`config.mk`:
```
export PLATFORM = sky130hd
export DESIGN_NAME = vga_vram_arbiter
export DESIGN_NICKNAME = d
export VERILOG_FILES = /design/src/rtl/vga_vram_arbiter.sv
export SDC_FILE = /design/constraint.sdc
export NUM_CORES = 1
export LEC_CHECK = 0
export CORE_MARGIN = 2
export CORE_UTILIZATION = 30
export CTS_CLUSTER_DIAMETER = 60
export CTS_CLUSTER_SIZE = 10
export DETAILED_ROUTE_END_ITERATION = 10
export PLACE_DENSITY = 0.67
export SETUP_SLACK_MARGIN = 0.3
export SLEW_MARGIN = 15
export SYNTH_ARGS = -nofsm -noshare
export SYNTH_HDL_FRONTEND = slang
export SYNTH_SLANG_ARGS = --single-unit
```
`constraint.sdc`:
```
create_clock -name clk -period 2.4 [get_ports clk]
set_input_delay 0.48 -clock clk [delete_from_list [all_inputs] [get_ports clk]]
set_output_delay 0.48 -clock clk [all_outputs]
set_load 0.02 [all_outputs]
```
`src/rtl/vga_vram_arbiter.sv`:
```
// Shares one single-port synchronous VRAM between the display fetch path and a host port.
// Read latency is fixed at 3 cycles for both owners; host writes finish at N+1 with no response.
// Display always wins the grant; host_ready = !disp_req, so the host holds its request until accepted.
//
// Optional feature: define VRAM_ARB_STALL_CNT_EN to add host_stall_cnt, a saturating
// count of cycles with host_valid && !host_ready, cleared only by reset.
//
// Ports:
//   clk, reset        pixel clock; asynchronous active-high reset
//   disp_req/addr     display read request (one word per asserted cycle)
//   disp_data/valid   display read response, single-cycle valid pulse, data held
//   host_valid/ready  host handshake; host_we selects write (1) or read (0)
//   host_addr/wdata   host request payload
//   host_rdata/rvalid host read response, single-cycle valid pulse, data held
//   mem_addr/we/wdata registered VRAM command; mem_rdata returns one cycle later
//   host_stall_cnt    (VRAM_ARB_STALL_CNT_EN only) saturating host stall counter
module vga_vram_arbiter #(
  parameter int ADDR_BITS = 16,
  parameter int DATA_BITS = 16
) (
  input  logic                 clk,
  input  logic                 reset,
  input  logic                 disp_req,
  input  logic [ADDR_BITS-1:0] disp_addr,
  output logic [DATA_BITS-1:0] disp_data,
  output logic                 disp_valid,
  input  logic                 host_valid,
  output logic                 host_ready,
  input  logic                 host_we,
  input  logic [ADDR_BITS-1:0] host_addr,
  input  logic [DATA_BITS-1:0] host_wdata,
  output logic [DATA_BITS-1:0] host_rdata,
  output logic                 host_rvalid,
  output logic [ADDR_BITS-1:0] mem_addr,
  output logic                 mem_we,
  output logic [DATA_BITS-1:0] mem_wdata,
  input  logic [DATA_BITS-1:0] mem_rdata
`ifdef VRAM_ARB_STALL_CNT_EN
  ,
  output logic [15:0]          host_stall_cnt
`endif
);

  typedef enum logic {OWN_DISP = 1'b0, OWN_HOST = 1'b1} owner_e;

  logic [ADDR_BITS-1:0] mem_addr_q, mem_addr_d;
  logic                 mem_we_q, mem_we_d;
  logic [DATA_BITS-1:0] mem_wdata_q, mem_wdata_d;
  // Tag stage 1 travels with the command (N+1), stage 2 with mem_rdata (N+2).
  logic                 t1_vld_q, t1_vld_d, t2_vld_q, t2_vld_d;
  owner_e               t1_own_q, t1_own_d, t2_own_q, t2_own_d;
  logic [DATA_BITS-1:0] disp_data_q, disp_data_d, host_rdata_q, host_rdata_d;
  logic                 disp_valid_q, disp_valid_d, host_rvalid_q, host_rvalid_d;
  logic                 host_grant;

  always_comb begin
    host_ready    = !disp_req && !reset;
    host_grant    = host_valid && host_ready;

    mem_addr_d    = mem_addr_q;
    mem_we_d      = 1'b0;
    mem_wdata_d   = mem_wdata_q;
    t1_vld_d      = 1'b0;
    t1_own_d      = OWN_DISP;

    if (disp_req) begin
      mem_addr_d = disp_addr;
      t1_vld_d   = 1'b1;
    end else if (host_grant) begin
      mem_addr_d = host_addr;
      mem_we_d   = host_we;
      t1_own_d   = OWN_HOST;
      // Writes complete in the RAM and never enter the response pipeline.
      t1_vld_d   = !host_we;
      if (host_we) begin
        mem_wdata_d = host_wdata;
      end
    end

    t2_vld_d      = t1_vld_q;
    t2_own_d      = t1_own_q;

    disp_valid_d  = t2_vld_q && (t2_own_q == OWN_DISP);
    host_rvalid_d = t2_vld_q && (t2_own_q == OWN_HOST);
    disp_data_d   = disp_valid_d  ? mem_rdata : disp_data_q;
    host_rdata_d  = host_rvalid_d ? mem_rdata : host_rdata_q;
  end

  always_ff @(posedge clk or posedge reset) begin
    if (reset) begin
      mem_addr_q    <= '0;
      mem_we_q      <= 1'b0;
      mem_wdata_q   <= '0;
      t1_vld_q      <= 1'b0;
      t1_own_q      <= OWN_DISP;
      t2_vld_q      <= 1'b0;
      t2_own_q      <= OWN_DISP;
      disp_data_q   <= '0;
      disp_valid_q  <= 1'b0;
      host_rdata_q  <= '0;
      host_rvalid_q <= 1'b0;
    end else begin
      mem_addr_q    <= mem_addr_d;
      mem_we_q      <= mem_we_d;
      mem_wdata_q   <= mem_wdata_d;
      t1_vld_q      <= t1_vld_d;
      t1_own_q      <= t1_own_d;
      t2_vld_q      <= t2_vld_d;
      t2_own_q      <= t2_own_d;
      disp_data_q   <= disp_data_d;
      disp_valid_q  <= disp_valid_d;
      host_rdata_q  <= host_rdata_d;
      host_rvalid_q <= host_rvalid_d;
    end
  end

  assign mem_addr    = mem_addr_q;
  assign mem_we      = mem_we_q;
  assign mem_wdata   = mem_wdata_q;
  assign disp_data   = disp_data_q;
  assign disp_valid  = disp_valid_q;
  assign host_rdata  = host_rdata_q;
  assign host_rvalid = host_rvalid_q;

`ifdef VRAM_ARB_STALL_CNT_EN
  logic [15:0] stall_cnt_q, stall_cnt_d;

  always_comb begin
    stall_cnt_d = stall_cnt_q;
    if (host_valid && !host_ready && (stall_cnt_q != 16'hFFFF)) begin
      stall_cnt_d = stall_cnt_q + 16'd1;
    end
  end

  always_ff @(posedge clk or posedge reset) begin
    if (reset) begin
      stall_cnt_q <= '0;
    end else begin
      stall_cnt_q <= stall_cnt_d;
    end
  end

  assign host_stall_cnt = stall_cnt_q;
`endif

endmodule

```
==> impl_metrics.env <==
export IMPL_finalInstanceArea_um2=4670
export IMPL_first_pass_iters=4
export IMPL_dieArea_um2=10600
export IMPL_io_pins=137
export IMPL_worstPathMaxFanout=2
export IMPL_setup_tns_ns=0
export IMPL_via_per_inst=4.42
export IMPL_clk_latency_ns=0.33
export IMPL_async_flop_share_pct=100
export IMPL_routedWlPerCell_um=14.1
export IMPL_vdd_ir_drop_max_mv=0.283
export IMPL_via_count=2149
export IMPL_critPathKind="input pin to output port"
export IMPL_max_freq_ghz=0.520
export IMPL_status="completed"
export IMPL_place_area_um2=4470
export IMPL_synth_enable_flop_cells=0
export IMPL_clock_skew_ns=0.00901
export IMPL_ys_warn_count=0
export IMPL_synth_ff_type="dfrtp_1"
export IMPL_die_w_um=103
export IMPL_wl_um=6870
export IMPL_drive_above_1_share_pct=21.0
export IMPL_critPathCaptureType="output port"
export IMPL_critical_path_arrival_ns=1.44
export IMPL_drv_slew=0
export IMPL_final_cell_mix="clkdlybuf4s50_1 (135), dfrtp_1 (71), mux2_2 (39)"
export IMPL_nNetsFinal=417
export IMPL_grt_usage_pct=13.1
export IMPL_p_total_mw=3.46
export IMPL_cts_buffer_depth=2
export IMPL_grt_pass1_wl_um=10800
export IMPL_synth_seq_cells=71
export IMPL_holdBufCountCts=0
export IMPL_die_h_um=103
export IMPL_drtIter0Drc=26
export IMPL_worst_slew_pin_slew_ns=0.763
export IMPL_synth_seq_area_share_pct=60.5
export IMPL_synth_area_per_cell_um2=14.2
export IMPL_antenna_found_initial=0
export IMPL_io_buffers=136
export IMPL_multi_input_area_um2=1010
export IMPL_slew_headroom_pct=49.0
export IMPL_h_tree_depth=3
export IMPL_whs_ns=0.355
export IMPL_hold_violations=0
export IMPL_p_leak_nw=1.95
export IMPL_cts_root_buf="clkbuf_8"
export IMPL_postRouteAntennaNets=0
export IMPL_drc=0
export IMPL_cp_required_ns=1.92
export IMPL_nFillCells=895
export IMPL_n_antenna_cell=0
export IMPL_grt_pass1_vias=2255
export IMPL_core_area_um2=9640
export IMPL_fp_row_count=36
export IMPL_min_path_type="register to register"
export IMPL_period_minus_slack_ns=1.92
export IMPL_synth_cells=207
export IMPL_post_route_util_pct=48.4
export IMPL_cts_tree="built"
export IMPL_setup_violations=0
export IMPL_mostFrequentLayoutCell="clkdlybuf4s50_1"
export IMPL_grt_max_degree=51
export IMPL_numCtsBuffers=9
export IMPL_power_density_nw_per_um2=741
export IMPL_maxCapViolCount=0
export IMPL_gp_congestion=0.678
export IMPL_area_growth_pct=58.8
export IMPL_synth_area_um2=2940
export IMPL_clock_sinks=71
export IMPL_rsz0062_at_grt="no"
export IMPL_overflow=0
export IMPL_startpoint_type="input pin"
export IMPL_cts_clk_slew_worst_paths_ns=0.07
export IMPL_start_util_pct=30.5
export IMPL_register_area_um2=1780
export IMPL_finalCritPeriodShare_pct=80.1
export IMPL_synthDistinctLibCells=20
export IMPL_dp_hpwl_um=5000
export IMPL_synth_nets=276
path summary, 6_finish.rpt:
path                                      end  slack, ns  startpoint  cells past startpoint
worst max-delay path               host_ready       0.48    disp_req                      3
worst min-delay path                 t2_own_q       0.36    t1_own_q                      0
worst max register to register  host_rdata[5]       0.90    t2_own_q                      2
worst min register to register       t2_own_q       0.36    t1_own_q                      0
max in group asynchronous         mem_addr[7]       1.45       reset                      4
min in group asynchronous            t1_vld_q       0.68       reset                      4
metal layers:
layer	part of all wire (%)	vias up	GRT usage (%)	wire length, um
met5	0	-	0	0
met1	43	1026	15.9	2940
met3	8.4	10	4.41	576
li1	-	1024	-	-
met4	1.4	0	4.86	93
met2	47	89	21.7	3260
per-stage QoR:
| stage | setup WS [ns] | instances |
|---|---|---|
| after floorplan | 0.776 | 207 |
| after global placement | 0.155 | 470 |
| after detailed placement | 0.0130 | 470 |
| after CTS | 0.359 | 486 |
| after global routing | 0.413 | 486 |
| final | 0.477 | 486 |
sequential cells by signal, indices dropped and copies added (netlist names):
signal and cells:
t1_own_q 1, disp_valid 1, t2_own_q 1, host_rdata 16
mem_addr 16, mem_wdata 16, host_rvalid 1, mem_we 1
t1_vld_q 1, disp_data 16, t2_vld_q 1
synth_stat cells, types with 4 or more instances:
master	count	share of area, %
inv_1	19	2.4
clkbuf_1	5	0.64
o311ai_0	14	4.2
dfrtp_1	71	60
mux2_4	9	4.6
nand2_1	17	2.2
nand4bb_1	14	5.4
mux2_2	39	15
buf_2	4	0.68
area by class of cell:
class / instances / share of cell area [%]
multi-input cells: 103 / 21.5
well taps: 133 / 3.56
flip-flops and latches: 71 / 38.1
inverters: 19 / 1.61
clock buffers: 11 / 3.03
clock inverters: 5 / 1.23
repair buffers: 144 / 31.0
power breakdown:
part           internal, mW  total (mW)  leakage (nW)  switching, mW
sequential             1.38        1.48         0.848         0.0963
clock                 0.509       0.943         0.103          0.434
combinational         0.586        1.04         0.999          0.451
total                  2.48        3.46          1.95          0.982
critical path, stage by stage:
cell and delay, ns:
clkdlybuf4s50_1 0.43, nor2_1 0.17, dlygate4sd2_1 0.36
timing repair:
| action | 4_1_cts | 5_1_grt |
|---|---|---|
| setup buffers | 0 | 0 |
| resized for setup | 1 | 0 |
| endpoints found under the setup margin | 1 | 0 |
kinds of logic (layout without fill, tap and decap cells):
| group | Yosys count | after routing | share of synthesized area (%) |
|---|---|---|---|
| compound gates | 17 | 17 | 5.02 |
| buf+inv | 33 | 179 | 5.49 |
| mux | 48 | 48 | 19.5 |
| simple gates | 38 | 38 | 9.49 |
| flops | 71 | 71 | 60.5 |
No activity file was read; power rests on OpenSTA's default activity.
